## config.mk

```make
export PLATFORM = sky130hd
export DESIGN_NAME = rfphoenix_vec_wb_queue
export DESIGN_NICKNAME = d
export VERILOG_FILES = /design/src/rtl/rfPhoenixPkg.sv /design/src/rtl/rfPhoenix_rr_arb2.sv /design/src/rtl/rfphoenix_vec_wb_queue.sv
export SDC_FILE = /design/constraint.sdc
export NUM_CORES = 2
export LEC_CHECK = 0
export CORE_AREA = 2 2 696 698
export CTS_BUF_LIST = sky130_fd_sc_hd__clkbuf_8 sky130_fd_sc_hd__clkbuf_16
export DETAILED_ROUTE_END_ITERATION = 12
export DIE_AREA = 0 0 698 700
export GPL_TIMING_DRIVEN = 0
export PLACE_DENSITY = 0.38
export SYNTH_ARGS = -nofsm -noshare
export SYNTH_HDL_FRONTEND = slang
export SYNTH_SLANG_ARGS = --single-unit
```

## constraint.sdc

```tcl
create_clock -name clk -period 42.7 [get_ports clk]
set_input_delay 4.27 -clock clk [delete_from_list [all_inputs] [get_ports clk]]
set_output_delay 4.27 -clock clk [all_outputs]
set_load 0.005 [all_outputs]
```

## src/rtl/rfPhoenixPkg.sv

```systemverilog
// rtl/rfPhoenixPkg.sv - shared vector types and write-back entry layout
package rfPhoenixPkg;

    localparam int NLANES = 16;

    typedef logic [3:0]            tid_t;
    typedef logic [5:0]            regspec_t;
    typedef logic [NLANES*32-1:0]  vector_value_t;

    typedef struct packed {
        tid_t          tid;
        regspec_t      rd;
        logic [63:0]   mask;
        vector_value_t res;
    } wb_entry_t;

    // Destination match used by the RAW hazard lookup.
    function automatic logic dest_match(input tid_t et, input regspec_t er,
                                        input tid_t t, input regspec_t r);
        return (et == t) && (er == r);
    endfunction

endpackage

```

## src/rtl/rfPhoenix_rr_arb2.sv

```systemverilog
// rtl/rfPhoenix_rr_arb2.sv - two-request round-robin arbiter with last-grant state
module rfPhoenix_rr_arb2 (
    input  logic       clk,
    input  logic       rst,
    input  logic [1:0] req_i,
    output logic [1:0] gnt_o
);

    // last_q = 1 means port 1 was granted most recently.
    logic last_q;
    logic last_d;

    always_comb begin
        gnt_o = 2'b00;
        if (req_i == 2'b11) begin
            gnt_o = last_q ? 2'b01 : 2'b10;
        end else begin
            gnt_o = req_i;
        end
    end

    always_comb begin
        last_d = last_q;
        if (gnt_o[1]) begin
            last_d = 1'b1;
        end else if (gnt_o[0]) begin
            last_d = 1'b0;
        end
    end

    always_ff @(posedge clk) begin
        if (rst) begin
            last_q <= 1'b0;
        end else begin
            last_q <= last_d;
        end
    end

endmodule

```

## src/rtl/rfphoenix_vec_wb_queue.sv

```systemverilog
// rtl/rfphoenix_vec_wb_queue.sv - two-port vector write-back queue feeding the register file
module rfphoenix_vec_wb_queue
    import rfPhoenixPkg::*;
#(
    parameter int DEPTH = 4,
    parameter int CNTW  = $clog2(DEPTH) + 1
) (
    input  logic          clk,
    input  logic          rst,
    input  logic          s0_v,
    output logic          s0_rdy,
    input  tid_t          s0_tid,
    input  regspec_t      s0_rd,
    input  logic [63:0]   s0_mask,
    input  vector_value_t s0_res,
    input  logic          s1_v,
    output logic          s1_rdy,
    input  tid_t          s1_tid,
    input  regspec_t      s1_rd,
    input  logic [63:0]   s1_mask,
    input  vector_value_t s1_res,
    input  logic          hold,
    input  tid_t          q_tid,
    input  regspec_t      q_rd,
    output logic          q_hit,
    output logic          wr,
    output tid_t          wthread,
    output regspec_t      wa,
    output logic [63:0]   wmask,
    output vector_value_t wdat,
    output logic [CNTW-1:0] count,
    output logic          full
);

    localparam int PTRW = (DEPTH > 1) ? $clog2(DEPTH) : 1;
    localparam logic [CNTW-1:0] DEPTH_C = CNTW'(DEPTH);

    logic [PTRW-1:0] wp_q, wp_d, rp_q, rp_d;
    logic [CNTW-1:0] count_q, count_d;
    logic [DEPTH-1:0] vld_q, vld_d;
    wb_entry_t       mem_q [DEPTH];
    wb_entry_t       in_ent;
    wb_entry_t       head;

    logic          wr_q, wr_d;
    tid_t          wthread_q, wthread_d;
    regspec_t      wa_q, wa_d;
    logic [63:0]   wmask_q, wmask_d;
    vector_value_t wdat_q, wdat_d;

    logic       space, push, pop;
    logic [1:0] req, gnt;

    // Occupancy is judged before any same-cycle pop, so a full queue never accepts.
    assign space = (count_q < DEPTH_C);
    assign req   = {s1_v & space, s0_v & space};

    rfPhoenix_rr_arb2 u_arb (
        .clk   (clk),
        .rst   (rst),
        .req_i (req),
        .gnt_o (gnt)
    );

    assign s0_rdy = gnt[0];
    assign s1_rdy = gnt[1];

    always_comb begin
        in_ent = '{tid: s0_tid, rd: s0_rd, mask: s0_mask, res: s0_res};
        if (gnt[1]) begin
            in_ent = '{tid: s1_tid, rd: s1_rd, mask: s1_mask, res: s1_res};
        end
    end

    // Zero-mask results are acknowledged but never reach the regfile.
    assign push = (|gnt) && (in_ent.mask != 64'd0);
    assign pop  = (count_q != '0) && !hold;
    assign head = mem_q[rp_q];

    always_comb begin
        wp_d    = push ? wp_q + 1'b1 : wp_q;
        rp_d    = pop  ? rp_q + 1'b1 : rp_q;
        count_d = count_q + CNTW'(push) - CNTW'(pop);
        vld_d   = vld_q;
        if (pop) begin
            vld_d[rp_q] = 1'b0;
        end
        if (push) begin
            vld_d[wp_q] = 1'b1;
        end
    end

    always_comb begin
        wr_d      = pop;
        wthread_d = wthread_q;
        wa_d      = wa_q;
        wmask_d   = wmask_q;
        wdat_d    = wdat_q;
        if (pop) begin
            wthread_d = head.tid;
            wa_d      = head.rd;
            wmask_d   = head.mask;
            wdat_d    = head.res;
        end
    end

    always_ff @(posedge clk) begin
        if (push) begin
            mem_q[wp_q] <= in_ent;
        end
    end

    always_ff @(posedge clk) begin
        if (rst) begin
            wp_q      <= '0;
            rp_q      <= '0;
            count_q   <= '0;
            vld_q     <= '0;
            wr_q      <= 1'b0;
            wthread_q <= '0;
            wa_q      <= '0;
            wmask_q   <= '0;
            wdat_q    <= '0;
        end else begin
            wp_q      <= wp_d;
            rp_q      <= rp_d;
            count_q   <= count_d;
            vld_q     <= vld_d;
            wr_q      <= wr_d;
            wthread_q <= wthread_d;
            wa_q      <= wa_d;
            wmask_q   <= wmask_d;
            wdat_q    <= wdat_d;
        end
    end

    // The in-flight output register still counts as pending while wr is high.
    always_comb begin
        q_hit = wr_q && dest_match(wthread_q, wa_q, q_tid, q_rd);
        for (int i = 0; i < DEPTH; i++) begin
            if (vld_q[i] && dest_match(mem_q[i].tid, mem_q[i].rd, q_tid, q_rd)) begin
                q_hit = 1'b1;
            end
        end
    end

    assign wr      = wr_q;
    assign wthread = wthread_q;
    assign wa      = wa_q;
    assign wmask   = wmask_q;
    assign wdat    = wdat_q;
    assign count   = count_q;
    assign full    = (count_q == DEPTH_C);

endmodule
```

# ---- After elaboration in Yosys (flattened, before gate mapping)
# Memory sizes are Yosys's and may differ from the RTL's. A register that Yosys moved wholly into a read port is not among the register bits.
# Cells that the tools add are included.
dict set report word_totals {
  elab_cells 69
  reg_bits 13
  ram_bits 2344
  rom_bits 0
  mem_count 1
  latch_bits 0
}
# memory depth word_bits rd rd_clocked_by_memory_dff wr line
set mem_list {}
lappend mem_list {mem_q 4 586 5 1 1 rfphoenix_vec_wb_queue.sv:41} ;# wb_entry_t mem_q [DEPTH];
dict set report op_classes {
  mux 17
  div_mod_pow 0
  n_shift 0
  reduce_logical 19
  bitwise 5
  n_eq_ne 12
  addsub 4
  mul 0
  n_lt_le_gt_ge 5
}
# cell n
set op_table {}
lappend op_table {{586-bit 2-to-1 mux} 1}
lappend op_table {{64-bit nonzero test} 1}
lappend op_table {{6-bit == test} 5}
lappend op_table {{4-bit == test} 5}
lappend op_table {{1-bit logical AND} 14}
lappend op_table {{1-bit 2-to-1 mux} 10}
lappend op_table {{4-bit 2-to-1 mux} 2}
lappend op_table {{2-bit by 3-bit less-than comparator with 1-bit output, second input constant} 2}
lappend op_table {{2-bit by 1-bit adder with 2-bit output, second input constant} 2}
lappend op_table {{4-bit AND} 1}
lappend op_table {{1-bit demux with 2-bit select} 2}
lappend op_table {{2-bit by 1-bit greater-or-equal comparator with 1-bit output, second input constant} 2}
lappend op_table {{2-bit 2-to-1 mux} 2}
lappend op_table {{4-bit inverter} 1}
lappend op_table {{4-bit bitwise OR} 1}
lappend op_table {{3-bit by 1-bit adder with 3-bit output} 1}
lappend op_table {{3-bit == test, second input constant} 1}
lappend op_table {{3-bit less-than comparator, second input constant} 1}
lappend op_table {{3-bit nonzero test} 1}
lappend op_table {{3-bit by 1-bit subtractor with 3-bit output} 1}
lappend op_table {{1-bit AND} 2}
lappend op_table {{2-bit == test, second input constant} 1}
lappend op_table {{2-bit nonzero test} 1}
lappend op_table {{2-bit OR reduction} 1}
lappend op_table {{1-bit logical NOT} 1}

# ---- Depth between registers and ports, before layout
dict set report depth {
  depth_word 9
  depth_mapped 13
  depth_no_buf 12
}

# ---- Hierarchy
# A second synthesis with hierarchy kept.
dict set report hier_totals {
  cells_unflattened 6468
  hier_area_um2 112814.4
}
# mod cells_each n_inst seq_area_each_um2 area_each_um2
set modules_own_cells {}
lappend modules_own_cells {rfphoenix_vec_wb_queue 6461 1 82359.0 112756.9}
lappend modules_own_cells {rfPhoenix_rr_arb2 7 1 20.0 57.6}

# ---- Least setup slack after synthesis
# OpenSTA, ideal clock, no wires.
dict set report synth_path {
  kind {input-to-reg}
  start {input s1_v}
  end {memory mem_q[0][0] (netlist name) (enable)}
  n_path_buf 1
  arrival_time_ns 30.423
  stages 6
  setup_time_ns 1.621
  setup_slack_ns 10.656
  path_cell_list {nor2b_1 > nand2_1 > inv_1 > a22oi_2 > buf_6 > nor2b_1}
}
dict set report synth_between {
  elab_chain_cells 8
  elab_cells_between_ends 9
  cone_classes {eq/ne: 1; mux: 4; bitwise: 1; reduce/logical: 3}
}
# item line
set synth_lines {}
lappend synth_lines {{start, declared} rfphoenix_vec_wb_queue.sv:16} ;# input logic s1_v,
lappend synth_lines {{1-bit AND *} rfphoenix_vec_wb_queue.sv:56} ;# assign req = {s1_v & space, s0_v & space};
lappend synth_lines {{2-bit == test} rfPhoenix_rr_arb2.sv:15} ;# if (req_i == 2'b11) begin
lappend synth_lines {{2-bit 2-to-1 mux *} rfPhoenix_rr_arb2.sv:15}
lappend synth_lines {{586-bit 2-to-1 mux} rfphoenix_vec_wb_queue.sv:70} ;# if (gnt[1]) begin
lappend synth_lines {{64-bit nonzero test} rfphoenix_vec_wb_queue.sv:76} ;# assign push = (|gnt) && (in_ent.mask != 64'd0);
lappend synth_lines {{1-bit logical AND *} rfphoenix_vec_wb_queue.sv:76}
lappend synth_lines {{1-bit 2-to-1 mux *} rfphoenix_vec_wb_queue.sv:108} ;# if (push) begin
lappend synth_lines {{1-bit 2-to-1 mux (not written as such) *} rfphoenix_vec_wb_queue.sv:109} ;# mem_q[wp_q] <= in_ent;
lappend synth_lines {{end, declared} rfphoenix_vec_wb_queue.sv:41}
# Every way passes the cells marked *; elsewhere a longest branch is shown, timed or not.

# ---- Worst setup path after layout
dict set report layout_path {
  start {input s1_v}
  end {output s1_rdy}
}
dict set report layout_between {
  elab_chain_cells 3
}
# item line
set layout_lines {}
lappend layout_lines {{1-bit AND *} rfphoenix_vec_wb_queue.sv:56}
lappend layout_lines {{2-bit == test} rfPhoenix_rr_arb2.sv:15}
lappend layout_lines {{2-bit 2-to-1 mux *} rfPhoenix_rr_arb2.sv:15}
lappend layout_lines {{end, declared} rfphoenix_vec_wb_queue.sv:17} ;# output logic s1_rdy,
# Marks and branches as above.

==> results by stage <==
Status:
- The run finished with clean final reports.

Power:
- Summed over all cells, the static leakage comes to 52.0 nW.
- The switching power total is about 0.003 W.
- The share of total power dissipated in combinational logic is 28.5%.
- The overall power after layout is ~0.0096 W.
- The portion of total power attributed to sequential cells is 41.2%.
- Per report_power, the clock group accounts for a little under a third of the total.
- Power spread over the standard cell area amounts to between 60 and 70 nW/um^2.
- The worst-case IR drop observed on VDD is approximately 0.032 mV.
- The internal power contribution is approximately 0.0065 W.
- The share of total power consumed by net switching is between 30% and 40%.

Place:
- In this run the tool buffered the top-level ports with roughly 1800 buffer cells.
- The final HPWL from detailed placement is 373 mm.
- Routability-driven placement finished with a final weighted congestion of around 0.94.
- The worst setup slack after placement is between 30 and 40 ns.

Clock tree:
- Buffers inserted to repair hold after CTS numbered 0.
- The CTS clock-pin slew for the worst setup and hold paths is 0.05 ns.
- TritonCTS built the clock tree.
- In this run the number of H-tree levels came out at 5.
- The maximum buffer depth of the clock tree is 4.
- Gates resized during post-CTS repair numbered 0.
- CTS saw between 2000 and 3000 sinks.
- Once the clock tree was built, the setup fixing pass inserted 0 buffers.
- The tree is rooted in a sky130_fd_sc_hd__clkbuf_16.
- Buffers inserted during clock tree synthesis total 345.
- The clock reaches the later pin of the worst-skew pair after roughly 0.94 ns.

Worst setup path:
- Grouping stages by cell kind, the critical path spends the most delay in buffers and inverters.
- The endpoint of the lowest-slack register-to-register path is mem_q[0][349].
- Walking the worst path, the cells encountered are clkdlybuf4s50_1 -> nor2b_1 -> nand2_1 -> inv_1 -> buf_2 -> clkbuf_1 -> clkdlybuf4s50_1.
- Across all register-to-register paths, the minimum setup slack is between 30 and 40 ns.
- The startpoint kind of the worst setup timing path is an input port.
- The largest driver fanout on the critical path is 10.
- Counting buffers and inverters, the worst setup path is 7 cells deep.
- The cell that appears most often on the critical path is sky130_fd_sc_hd__clkdlybuf4s50_1.
- The cell with the biggest individual delay on the critical path is sky130_fd_sc_hd__buf_2.
- The arrival time reported for the critical path endpoint is slightly below 8 ns.
- Following the worst setup path forward leads to its endpoint at s1_rdy.
- The worst setup path category is input port to output pin.
- The worst register-to-register path begins at count[2].
- The most critical setup path has its startpoint at s1_v.
- The delay of the slowest cell on the worst path is roughly 0.95 ns.
- The worst setup path is captured at an output pin.
- The worst path buffer plus inverter count is 5.
- The length in cells of the worst reg-to-reg path is 8.
- At the worst endpoint, the required time is approximately 38 ns.

Layout:
- The synthesis-to-finish area growth is 35.5%.
- The count of nets after finishing is ~11000.
- The most frequent standard cell in the layout excluding fill and tap cells is sky130_fd_sc_hd__nand2_1.
- The fill cell instance count of the final layout is approximately 48000.
- In the layout the commonest cells are sky130_fd_sc_hd__nand2_1, sky130_fd_sc_hd__edfxtp_1, sky130_fd_sc_hd__clkdlybuf4s50_1, sky130_fd_sc_hd__dfxtp_1, sky130_fd_sc_hd__a21oi_1.
- Summing all multi-input logic gate instances after layout gives between 20000 and 30000 sq um.
- Registers take 82400 sq um.
- The ratio of cells with drive above 1 in the final layout is 13.4%.

Synthesis:
- The post-synthesis cell type count is 32.
- Yosys printed 0 warnings.
- The post-synth design cell area is 113000 sq um.
- The number of instances in the synthesized netlist is around 7700.
- The number of nets handed over by synthesis was approximately 8900.
- The synthesized design contains a little under 3000 register bits.
- Summing the sequential cell areas from Yosys gives roughly three quarters of the chip area.
- The synthesized area divided by synthesized cell count is 14.6 sq um.

Route:
- In the detailed route, the total length drawn on met2 is 242 mm.
- The routed layout has about 73000 vias.
- The met3 routed wirelength is 28.9 mm.
- Dividing the detail-routed wire length by the instance count gives approximately 29 microns.
- The number of antenna-violating nets in the routed design is 0.
- The routed design has between 400 and 500 mm of wire.
- The initial detailed-routing violation count is approximately 5200.
- For this block, wires on met1 add up to ~200 mm.
- After detailed routing, the number of remaining DRC violations is 0.
- The highest routing layer actually used is met5.
- Dividing the detail-routed via count by the number of cells gives 4.39.
- For this run, the detailed router's first-pass iteration total came to 6.

Die:
- The floorplan has about 260 rows.
- The height of the die is approximately 700 microns.
- The die span in x is about 700 microns.
- The die covers slightly below 500000 sq um.
- The top-level I/O count is around 1800.
- The region available for standard cell placement spans between 400000 and 500000 sq um.
- The initial utilization of the core area, before any placement, comes to 23.4%.

Timing:
- The clock period minus worst slack is between 10 and 15 ns.
- The hold violation count in the final report is 0.
- The worst clock skew on the final layout is 0.0561 ns.
- Setup violations remaining at the end of the flow were counted as 0.
- The max-slew violation count was 0.
- Measured against its own limit, the worst slew margin works out to between 7 and 8%.
- For the pin with the worst max-slew slack, the measured transition is between 1 and 1.5 ns.
- Setup repair after global routing left no endpoint under its margin.
- The total negative setup slack is 0 ns.
- The smallest setup slack after layout is ~31 ns.
- After layout, the worst path uses between 20% and 30% of the clock period.
- Based on the critical path, the design can be clocked at up to a little over 0.08 GHz.

Global route:
- The number of antenna violations at the first check in global routing is 89.
- The number of global-route vias before repair came to 76000.
- Entering global routing, the biggest net connects 25 pins.
- For this run the aggregate overflow at the end of global routing stands at 0.
- The first global-routing pass estimated about 640 mm of wire.
- The global routing usage summed across all routing layers is between 10% and 20%.

Run:
- The max-cap check violation count is 0.

Min path:
- The path class of the lowest-slack min-delay path is flip-flop to flip-flop.
[per-stage QoR]
step | area [sq um] | util [%] | instances | hold WS (ns)
after floorplan | 113000 | - | 7694 | 0.447
after global placement | 138000 | 28.8 | 15900 | 0.443
after detailed placement | 141000 | 29.4 | 16000 | 0.448
after CTS | 153000 | 31.7 | 16700 | 0.455
after global routing | 153000 | 31.7 | 16700 | 0.471
final | 153000 | 31.7 | 16700 | 0.453
[final cells by class]
type                    instances  area share [%]
well taps                    6425            5.27
flip-flops and latches       2943            54.0
plain buffers                 470            1.28
diodes                         22          0.0361
inverters                       9          0.0221
clock buffers                 393            6.15
multi-input cells            4272            18.6
clock inverters               252            1.26
repair buffers               1904            13.4
[power groups by stage]
stage                     sequential, W  combinational [W]  clock (W)
after global placement          0.00484            0.00269          0
after floorplan                 0.00434            0.00127          0
after global routing            0.00400            0.00295    0.00310
after detailed placement        0.00401            0.00283          0
final                           0.00395            0.00273    0.00290
after CTS                       0.00395            0.00284    0.00299
[logic make-up (layout without fill, tap and decap cells)]
| logic type | after synthesis | in the layout | synth area share, % |
|---|---|---|---|
| compound gates | 595 | 595 | 2.66 |
| mux | 588 | 588 | 11.7 |
| simple gates | 3025 | 3025 | 10.2 |
| buf+inv | 479 | 3028 | 1.73 |
| fa+ha+maj | 11 | 11 | 0.129 |
| other cells | 0 | 22 | 0 |
| flops | 2943 | 2943 | 73.1 |
| xor+xnor | 53 | 53 | 0.412 |
[worst register-to-register path, stage by stage (launching register included)]
cell and delay (ns):
sky130_fd_sc_hd__dfxtp_1 0.39, sky130_fd_sc_hd__nor2b_1 0.20, sky130_fd_sc_hd__nand2_1 0.34, sky130_fd_sc_hd__inv_1 0.27, sky130_fd_sc_hd__buf_2 0.95, sky130_fd_sc_hd__clkbuf_1 0.83
sky130_fd_sc_hd__clkbuf_1 1.00, sky130_fd_sc_hd__nand2_1 0.43, sky130_fd_sc_hd__nand2_1 0.30
[cells in the mapped netlist]
master / count / area [sq um]
sky130_fd_sc_hd__xnor2_1: 37 / 324
sky130_fd_sc_hd__nor3_1: 3 / 15.0
sky130_fd_sc_hd__or3_1: 1 / 6.26
sky130_fd_sc_hd__inv_1: 8 / 30.0
sky130_fd_sc_hd__ha_1: 10 / 125
sky130_fd_sc_hd__nand2b_1: 7 / 43.8
sky130_fd_sc_hd__mux4_2: 586 / 13200
sky130_fd_sc_hd__buf_4: 2 / 15.0
sky130_fd_sc_hd__o22ai_1: 6 / 37.5
sky130_fd_sc_hd__nor2b_1: 6 / 37.5
sky130_fd_sc_hd__mux2i_1: 1 / 10.0
sky130_fd_sc_hd__a21oi_1: 587 / 2940
sky130_fd_sc_hd__clkbuf_1: 309 / 1160
sky130_fd_sc_hd__buf_1: 53 / 199
sky130_fd_sc_hd__xor2_1: 16 / 140
sky130_fd_sc_hd__nand3_1: 1 / 5.00
sky130_fd_sc_hd__edfxtp_1: 2344 / 70400
sky130_fd_sc_hd__inv_2: 1 / 3.75
sky130_fd_sc_hd__buf_2: 105 / 526
sky130_fd_sc_hd__dfxtp_1: 599 / 12000
sky130_fd_sc_hd__nand2_1: 2942 / 11000
sky130_fd_sc_hd__nor4_1: 36 / 225
sky130_fd_sc_hd__nor2_1: 7 / 26.3
sky130_fd_sc_hd__and3_1: 1 / 6.26
sky130_fd_sc_hd__mux2_2: 1 / 11.3
sky130_fd_sc_hd__buf_6: 1 / 11.3
sky130_fd_sc_hd__nand4_1: 18 / 113
sky130_fd_sc_hd__a22oi_2: 1 / 12.5
sky130_fd_sc_hd__fa_1: 1 / 20.0
sky130_fd_sc_hd__or2_2: 1 / 6.26
sky130_fd_sc_hd__a311oi_1: 1 / 8.76
sky130_fd_sc_hd__or4_1: 2 / 15.0
[layer usage]
metal / vias up / GRT usage (%)
li1: 32500 / -
met1: 37900 / 23.4
met2: 2293 / 33.8
met3: 534 / 4.06
met4: 8 / 3.92
met5: - / 0
[worst min path at each step]
stage | start | slack [ns] | cells past startpoint | to
2_1_floorplan | vld_q[0] | 0.45 | 2 | vld_q[0]
3_3_place_gp | wdat[109] | 0.44 | 2 | wdat[109]
3_5_place_dp | wmask[56] | 0.45 | 2 | wmask[56]
4_1_cts | wdat[106] | 0.45 | 2 | wdat[106]
5_1_grt | wdat[68] | 0.47 | 2 | wdat[68]
6_report | wdat[330] | 0.45 | 2 | wdat[330]
[flip-flops by register name, indices dropped and copies added (netlist names), 3 cells and up]
name	count
wdat	512
wa	6
mem_q	2344
wthread	4
vld_q	4
count	3
wmask	64
Note: power is estimated with default switching activity, not from simulation.
